`src/rtl/axis_cmd_pkg.sv`:
```
// Shared definitions for the ODIN command-stream arbiter.
//   - header opcode constants (upper nibble of the first byte of a command)
//   - cmd_len(): packet length in bytes decoded from a header byte, 0 = unknown
//   - arb_state_t: arbiter FSM states
package axis_cmd_pkg;

    localparam logic [3:0] HDR_CFG     = 4'b0001;
    localparam logic [3:0] HDR_AER     = 4'b0010;
    localparam logic [3:0] HDR_NEUR    = 4'b0100;
    localparam logic       HDR_SYN_MSB = 1'b1;

    typedef enum logic [1:0] {
        IDLE,
        GRANT,
        FWD,
        DROP
    } arb_state_t;

    // The length includes the header byte itself.
    function automatic logic [2:0] cmd_len(input logic [7:0] hdr);
        logic [2:0] len;
        len = 3'd0;
        if (hdr[7] == HDR_SYN_MSB) begin
            len = 3'd4;
        end else begin
            case (hdr[7:4])
                HDR_NEUR: len = 3'd4;
                HDR_AER:  len = 3'd2;
                HDR_CFG:  len = 3'd1;
                default:  len = 3'd0;
            endcase
        end
        return len;
    endfunction

endpackage

```
`src/rtl/rr_arbiter.sv`:
```
// Round-robin arbiter that owns the last-grant pointer.
//   clk, rst_n : clock, asynchronous active-low reset
//   req        : request vector, one bit per source
//   update     : commit the current grant as the new last-grant pointer
//   grant_idx  : index of the winning source, searching from last+1
// The pointer resets to N_SRC-1 so that source 0 wins the first arbitration.
module rr_arbiter #(
    parameter int unsigned N_SRC = 2,
    parameter int unsigned IDX_W = $clog2(N_SRC)
) (
    input  logic             clk,
    input  logic             rst_n,
    input  logic [N_SRC-1:0] req,
    input  logic             update,
    output logic [IDX_W-1:0] grant_idx
);

    logic [IDX_W-1:0] last;
    logic             found;
    int unsigned      idx;

    always_comb begin
        grant_idx = last;
        found     = 1'b0;
        idx       = 0;
        for (int unsigned k = 1; k <= N_SRC; k++) begin
            idx = (int'(last) + k) % N_SRC;
            if (!found && req[idx]) begin
                found     = 1'b1;
                grant_idx = IDX_W'(idx);
            end
        end
    end

    always_ff @(posedge clk or negedge rst_n) begin
        if (!rst_n) begin
            last <= IDX_W'(N_SRC - 1);
        end else if (update && found) begin
            last <= grant_idx;
        end
    end

endmodule

```
`src/rtl/axis_cmd_arbiter.sv`:
```
// Merges N_SRC host byte streams into the single 8-bit AXI-Stream command
// input of the ODIN command receiver, one complete packet per grant.
//   clk, rst_n     : clock, asynchronous active-low reset
//   s_axis_*       : source streams, source i byte at [8*i+7:8*i]
//   m_axis_*       : stream towards the command receiver
//   grant_idx      : current / last granted source
//   busy           : high in GRANT, FWD and DROP
//   pkt_cnt        : forwarded packets, saturating
//   drop_cnt       : dropped unknown headers, saturating
module axis_cmd_arbiter
    import axis_cmd_pkg::*;
#(
    parameter int unsigned N_SRC = 2,
    parameter int unsigned CNT_W = 8
) (
    input  logic                     clk,
    input  logic                     rst_n,
    input  logic [N_SRC*8-1:0]       s_axis_tdata,
    input  logic [N_SRC-1:0]         s_axis_tvalid,
    output logic [N_SRC-1:0]         s_axis_tready,
    output logic [7:0]               m_axis_tdata,
    output logic                     m_axis_tvalid,
    input  logic                     m_axis_tready,
    output logic [$clog2(N_SRC)-1:0] grant_idx,
    output logic                     busy,
    output logic [CNT_W-1:0]         pkt_cnt,
    output logic [CNT_W-1:0]         drop_cnt
);

    localparam int unsigned IDX_W = $clog2(N_SRC);

    arb_state_t       state;
    logic [2:0]       remain;
    logic [7:0]       src_byte [N_SRC];
    logic [IDX_W-1:0] arb_idx;
    logic             arb_update;
    logic [2:0]       hdr_len;
    logic             in_fwd;
    logic             beat;

    for (genvar i = 0; i < N_SRC; i++) begin : g_src
        assign src_byte[i] = s_axis_tdata[8*i +: 8];
    end

    assign arb_update = (state == IDLE) && (|s_axis_tvalid);

    rr_arbiter #(
        .N_SRC (N_SRC),
        .IDX_W (IDX_W)
    ) u_rr (
        .clk       (clk),
        .rst_n     (rst_n),
        .req       (s_axis_tvalid),
        .update    (arb_update),
        .grant_idx (arb_idx)
    );

    // Header is still held on the granted source in GRANT (valid may not drop).
    assign hdr_len = cmd_len(src_byte[grant_idx]);

    // Pure pass-through in FWD: valid depends only on state and source valid,
    // so there is no path from m_axis_tready to m_axis_tvalid.
    assign in_fwd        = (state == FWD);
    assign m_axis_tvalid = in_fwd && s_axis_tvalid[grant_idx];
    assign m_axis_tdata  = in_fwd ? src_byte[grant_idx] : '0;
    assign beat          = m_axis_tvalid && m_axis_tready;
    assign busy          = (state != IDLE);

    always_comb begin
        s_axis_tready = '0;
        if (state == FWD) begin
            s_axis_tready[grant_idx] = m_axis_tready;
        end else if (state == DROP) begin
            s_axis_tready[grant_idx] = 1'b1;
        end
    end

    always_ff @(posedge clk or negedge rst_n) begin
        if (!rst_n) begin
            state     <= IDLE;
            grant_idx <= '0;
            remain    <= '0;
            pkt_cnt   <= '0;
            drop_cnt  <= '0;
        end else begin
            case (state)
                IDLE: begin
                    if (|s_axis_tvalid) begin
                        grant_idx <= arb_idx;
                        state     <= GRANT;
                    end
                end
                GRANT: begin
                    if (hdr_len != 3'd0) begin
                        remain <= hdr_len;
                        state  <= FWD;
                    end else begin
                        state <= DROP;
                    end
                end
                FWD: begin
                    if (beat) begin
                        remain <= remain - 3'd1;
                        if (remain == 3'd1) begin
                            if (pkt_cnt != '1) begin
                                pkt_cnt <= pkt_cnt + 1'b1;
                            end
                            state <= IDLE;
                        end
                    end
                end
                DROP: begin
                    if (drop_cnt != '1) begin
                        drop_cnt <= drop_cnt + 1'b1;
                    end
                    state <= IDLE;
                end
                default: state <= IDLE;
            endcase
        end
    end

endmodule

```
`config.mk`:
```
export PLATFORM = sky130hd
export DESIGN_NAME = axis_cmd_arbiter
export DESIGN_NICKNAME = d
export VERILOG_FILES = /design/src/rtl/axis_cmd_pkg.sv /design/src/rtl/rr_arbiter.sv /design/src/rtl/axis_cmd_arbiter.sv
export SDC_FILE = /design/constraint.sdc
export NUM_CORES = 1
export LEC_CHECK = 0
export ABC_AREA = 1
export CORE_MARGIN = 2
export CORE_UTILIZATION = 40
export DETAILED_ROUTE_END_ITERATION = 8
export GPL_TIMING_DRIVEN = 1
export PLACE_DENSITY = 0.74
export SLEW_MARGIN = 5
export SYNTH_ARGS = -nofsm -noshare
export SYNTH_HDL_FRONTEND = slang
export SYNTH_SLANG_ARGS = --single-unit
```
`constraint.sdc`:
```
create_clock -name clk -period 1.61 [get_ports clk]
set_input_delay 0.322 -clock clk [delete_from_list [all_inputs] [get_ports clk]]
set_output_delay 0.322 -clock clk [all_outputs]
set_load 0.03 [all_outputs]
```
== Word level (Yosys, flattened, before mapping) ==
Cells that the tools add are included.
Storage, ports and cells
  logic and storage cells: 76
  bits of input ports: 21
  output and inout port bits: 29
  bits in registers: 23
Cells by class
  $lt $le $gt $ge: 5
  reduce and logical (&&, ||, !) cells: 17
  equality and inequality tests: 13
  bitwise operators: 2
  add/sub/neg operators: 5
  mux-type cells: 28
Operators by type and width (number)
  2-to-1 mux 8 bit: 4
  adder 8 x 1 -> 8 bit, second input constant: 2
  inequality test 8 bit, second input constant: 2
  2-to-1 mux 1 bit: 12
  2-to-1 mux 2 bit: 5
  2-to-1 mux 3 bit: 3
  case mux 3 bit (3 select lines): 1
  case mux 2 bit (4 select lines): 1
  logical AND 1 bit: 6
  < comparator 1 x 2 -> 1 bit, second input constant: 3
  inequality test 2 x 1 -> 1 bit, second input constant: 3
  case mux 3 bit (2 select lines): 1
  AND reduction 3 bit: 2
  equality test 2 bit, second input constant: 2
  equality test 4 x 1 -> 1 bit, second input constant: 1
  equality test 4 x 2 -> 1 bit, second input constant: 1
  equality test 4 x 3 -> 1 bit, second input constant: 1
  AND reduction 2 bit: 2
  AND reduction 4 bit: 1
  nonzero test 2 bit: 2
  equality test 3 x 1 -> 1 bit, second input constant: 1
  nonzero test 3 bit: 1
  subtractor 3 x 1 -> 3 bit, second input constant: 1
  adder 1 bit, second input constant: 2
  10 further kinds: 10

== Depth between registers and ports, before layout ==
  depth after elaboration: 10
  mapped depth: 11
  mapped depth without buffers: 10

== Modules after synthesis ==
A second synthesis with hierarchy kept.
Unflattened totals
  cell total of the unflattened synthesis: 210
  area total of the unflattened synthesis: 1554.0 um2
By module, submodules not included
  axis_cmd_arbiter: sequential area each 550.5 um2, cells each 202, area each 1498.9 um2, instances 1
  rr_arbiter: sequential area each 26.3 um2, cells each 8, area each 55.1 um2, instances 1

== Worst setup path after synthesis ==
Ideal clock, no wire load.
  path type: reg-to-reg
  start: reg pkt_cnt[0]
  end: reg pkt_cnt[0]
  required time: 1.474 ns
  cell stages (with the launch flop): 9
  data arrival time: 1.580 ns
  setup time: 0.136 ns
  path buffers: 1
  period minus slack after synthesis: 1.716 ns
  slack: -0.106 ns
  cells stage by stage: dfrtp_1 -> ha_1 -> nand2_1 -> nor2_1 -> nand4_1 -> nand2_1 -> nor2_4 -> buf_6 -> xor2_2
On the way
  cells in the longest elaborated chain, start to end: 2
  elaborated cells on any way between the ends: 3
  classes of those cells: 1 x add/sub; 1 x eq/ne; 1 x reduce/logical
RTL lines
  start: declaration: line axis_cmd_arbiter.sv:26  | output logic [CNT_W-1:0] pkt_cnt,
  start signal: assignment: line axis_cmd_arbiter.sv:106  | pkt_cnt <= pkt_cnt + 1'b1;
  parallel branches: the longest is 2 deep, another holds adder 8 x 1 -> 8 bit
Several ways; the timed one is not identified.
A chain may end at the register's enable or synchronous reset.

== Worst setup path after layout ==
  start: reg grant_idx
  end: out m_axis_tdata[6]
On the way
  cells in the longest elaborated chain, start to end: 5
RTL lines
  start: declaration: line axis_cmd_arbiter.sv:24  | output logic [$clog2(N_SRC)-1:0] grant_idx,
  start signal: assignment: line axis_cmd_arbiter.sv:89  | grant_idx <= arb_idx;
  NOT 1 -> 2 bit (implied by the code): line axis_cmd_arbiter.sv:65  | assign m_axis_tdata = in_fwd ? src_byte[grant_idx] : '0;
  2-to-1 mux 8 bit (implied by the code) (3 in series): line axis_cmd_arbiter.sv:65
  2-to-1 mux 8 bit: line axis_cmd_arbiter.sv:65
  end: declaration: line axis_cmd_arbiter.sv:21  | output logic [7:0] m_axis_tdata,
Every way passes these cells. The select of a mux whose other input is x is not followed.

==> impl_metrics.env <==
export IMPL_synth_area_leaders="dfrtp_1, nand2_1, inv_1"
export IMPL_crit_top_cell="nand2_1"
export IMPL_wirelength_um=3840
export IMPL_cp_start_kind="flop"
export IMPL_setup_tns_ns=-0.154
export IMPL_gr_usage_met2=0.303
export IMPL_rr_endpoint="remain[2]"
export IMPL_rsz0062_at_grt="true"
export IMPL_cts_buffers=3
export IMPL_use_met1=0.232
export IMPL_clk_path_buf_depth=2
export IMPL_ys_ff_latch=23
export IMPL_portBuffers=49
export IMPL_finClkSkew_ns=0.00314
export IMPL_synth_nets=250
export IMPL_synth_cell_type_count=29
export IMPL_worstReg2RegStart="grant_idx"
export IMPL_cts_hold_buf=0
export IMPL_grt_antenna_before_repair=0
export IMPL_synth_top_cell_by_area="dfrtp_1"
export IMPL_hold_path_class="in2async"
export IMPL_seq_area_frac_synth=0.365
export IMPL_syn_inst=225
export IMPL_grt_busiest_layer="met2"
export IMPL_die_y_um=66.9
export IMPL_overflow=0
export IMPL_start_util=0.422
export IMPL_rows=22
export IMPL_worst_path_buf_inv=3
export IMPL_period_needed_ns=1.67
export IMPL_finalCritPeriodShare=1.04
export IMPL_ant_nets=0
export IMPL_worstPathArrival_ns=1.35
export IMPL_grt_pass1_vias=1466
export IMPL_setup_viol=8
export IMPL_first_pass_iters=4
export IMPL_outcome="finished, violations left"
export IMPL_crit_family="flip-flops"
export IMPL_drt_initial_drc_count=72
export IMPL_root_buffer="clkbuf_8"
export IMPL_ioPinCount=50
export IMPL_fin_nets=323
export IMPL_crit_path_top_delay_cell="dfrtp_2"
export IMPL_htreeDepth=1
export IMPL_path_cells="buf_6 > clkinvlp_4 > nand2_1 > nand2_1 > nor2_1 > buf_4"
export IMPL_insertion_delay_ns=0.28
export IMPL_die_w_um=66.9
export IMPL_core_area_um2=3740
export IMPL_critPathKind="reg2out"
export IMPL_grtUsageTotal=0.179
export IMPL_multi_input_area_um2=907
export IMPL_n_antenna_cell=0
export IMPL_hpwl_um=2630
export IMPL_clock_sinks=23
export IMPL_grt_pass1_wl_um=6210
export IMPL_violations="setup timing"
export IMPL_drive_gt1_frac=0.256
export IMPL_die_area_um2=4470
export IMPL_final_hold_violation_count=0
export IMPL_power_density_nw_per_um2=1480
export IMPL_relSlewSlack=0.711
export IMPL_placed_area_um2=2150
export IMPL_slowest_delay_ns=0.44
export IMPL_ff_latch_area_um2=582
export IMPL_reg2reg_slack_ns=0.08
export IMPL_cts_clk_slew_worst_paths_ns=0.09
export IMPL_p_leak_nw=1.24
export IMPL_finalPower_mw=3.52
export IMPL_avgViaCountPerCell=4.66
export IMPL_endpoint_kind="primary output"
export IMPL_gr_usage_met3=0.0270
export IMPL_maxSlewViolCount=0
export IMPL_ys_warn_count=0
export IMPL_critPathRequiredTime_ns=1.29
export IMPL_vias=1609
export IMPL_wl_per_cell_um=11.1
export IMPL_clock_fmax_ghz=0.599
export IMPL_reg2reg_depth=12
export IMPL_cts_tree="built"
export IMPL_synth_top_area_share=0.348
export IMPL_area_growth_pct=50.1
export IMPL_drc_errors=0
export IMPL_fin_area_um2=2370
export IMPL_ir_worst_vdd_v=0.00101
export IMPL_whs_ns=0.384
export IMPL_finalWeightedCongestion=0.774
export IMPL_worstPathMaxFanout=4
export IMPL_finalWorstSetupSlack_ns=-0.0588
export IMPL_tightestPinTransition_ns=0.432
export IMPL_drv_cap=0
export IMPL_synthesis_area_um2=1580
export IMPL_syn_area_per_cell_um2=7.03
export IMPL_nFillCells=323
export IMPL_grt_start_max_net_pins=24
export IMPL_pre_cts_ws_ns=-0.132
[final cells by class]
type,count,share of cell area
clock inverters,1,0.00211
inverters,28,0.0496
multi-input cells,169,0.382
flip-flops and latches,23,0.245
well taps,48,0.0253
repair inverters,1,0.00316
clock buffers,3,0.0174
repair buffers,72,0.275
[where the power goes]
group / leakage (nW) / internal (mW) / switching (mW)
registers: 0.295 / 0.752 / 0.170
logic: 0.923 / 0.897 / 1.32
clock network: 0.0255 / 0.174 / 0.205
total: 1.24 / 1.82 / 1.69
[cells by family after synthesis]
family          Yosys count  synth area share
compound gates           25            0.0910
xor+xnor                  9            0.0546
fa+ha+maj                 4            0.0316
buf+inv                  34             0.103
flops                    23             0.365
simple gates            130             0.355
[state kept, by name (all words and copies together) (netlist names)]
| name | flops |
|---|---|
| remain | 3 |
| pkt_cnt | 8 |
| drop_cnt | 8 |
| state | 2 |
| u_rr.last | 1 |
| grant_idx | 1 |
[cell usage in the layout, fill, tap and decap left out, types with 2 or more instances in the layout]
master           Yosys  final
a21oi_1              6      2
a21oi_2              0      4
buf_4                2     24
buf_6                3     11
clkbuf_8             0      3
clkdlybuf4s50_1      0     20
dfrtp_1             22     18
dfrtp_2              0      4
dlygate4sd2_1        0     17
ha_1                 4      4
inv_1               25     25
inv_4                2      2
nand2_1             87     78
nand2_2              2     11
nand3_1             12     12
nand3b_1             2      2
nand4_1              2      2
nor2_1              18     15
nor2_2               0      3
nor2_4               1      2
nor3_1               3      2
o21ai_0             15     11
o21ai_1              0      3
xnor2_1              2      2
xor2_1               6      6
[what timing repair did]
item                                    in CTS  in global routing
endpoints found under the setup margin      29                 19
gates cloned                                 1                  1
resized for setup                           30                 24
pin swaps                                    3                 13
setup buffers                                9                  3
[metrics by stage]
step           cells  utilization
3_3_place_gp     328        0.574
6_report         345        0.634
4_1_cts          342        0.611
5_1_grt          345        0.634
3_5_place_dp     328        0.574
2_1_floorplan    225            -
[worst max-delay path by stage]
stage                                start               to  slack [ns]  cells past startpoint
after floorplan                   state[0]  m_axis_tdata[0]       -0.07                      5
final                            grant_idx  m_axis_tdata[6]       -0.06                      6
after detailed placement  s_axis_tvalid[1]       pkt_cnt[2]       -0.13                      8
after CTS                        grant_idx  m_axis_tdata[6]       -0.03                      6
after global placement    s_axis_tvalid[1]       pkt_cnt[5]       -0.11                      8
after global routing             grant_idx  m_axis_tdata[6]       -0.10                      6
[cell usage after synthesis]
| cell type | instances |
|---|---|
| o21ai_0 | 15 |
| nor2_8 | 1 |
| nand3_2 | 1 |
| a31o_2 | 1 |
| xnor2_1 | 2 |
| xor2_1 | 6 |
| inv_1 | 25 |
| clkbuf_1 | 1 |
| a21oi_1 | 6 |
| ha_1 | 4 |
| nand2_4 | 1 |
| nor2_1 | 18 |
| nand4_1 | 2 |
| nor2_4 | 1 |
| nand3b_1 | 2 |
| nor3_1 | 3 |
| o211ai_1 | 1 |
| buf_4 | 2 |
| nand2_2 | 2 |
| inv_4 | 2 |
| nand3_1 | 12 |
| xor2_2 | 1 |
| a31oi_1 | 1 |
| nand2_1 | 87 |
| a21oi_4 | 1 |
| dfstp_2 | 1 |
| inv_2 | 1 |
| buf_6 | 3 |
| dfrtp_1 | 22 |
[per-layer routing]
| metal | share of wire | vias up |
|---|---|---|
| met2 | 0.49 | 29 |
| li1 | - | 845 |
| met3 | 0.040 | 5 |
| met1 | 0.46 | 730 |
| met4 | 0.014 | 0 |
| met5 | 0 | - |
Note: power is estimated with default switching activity, not from simulation.
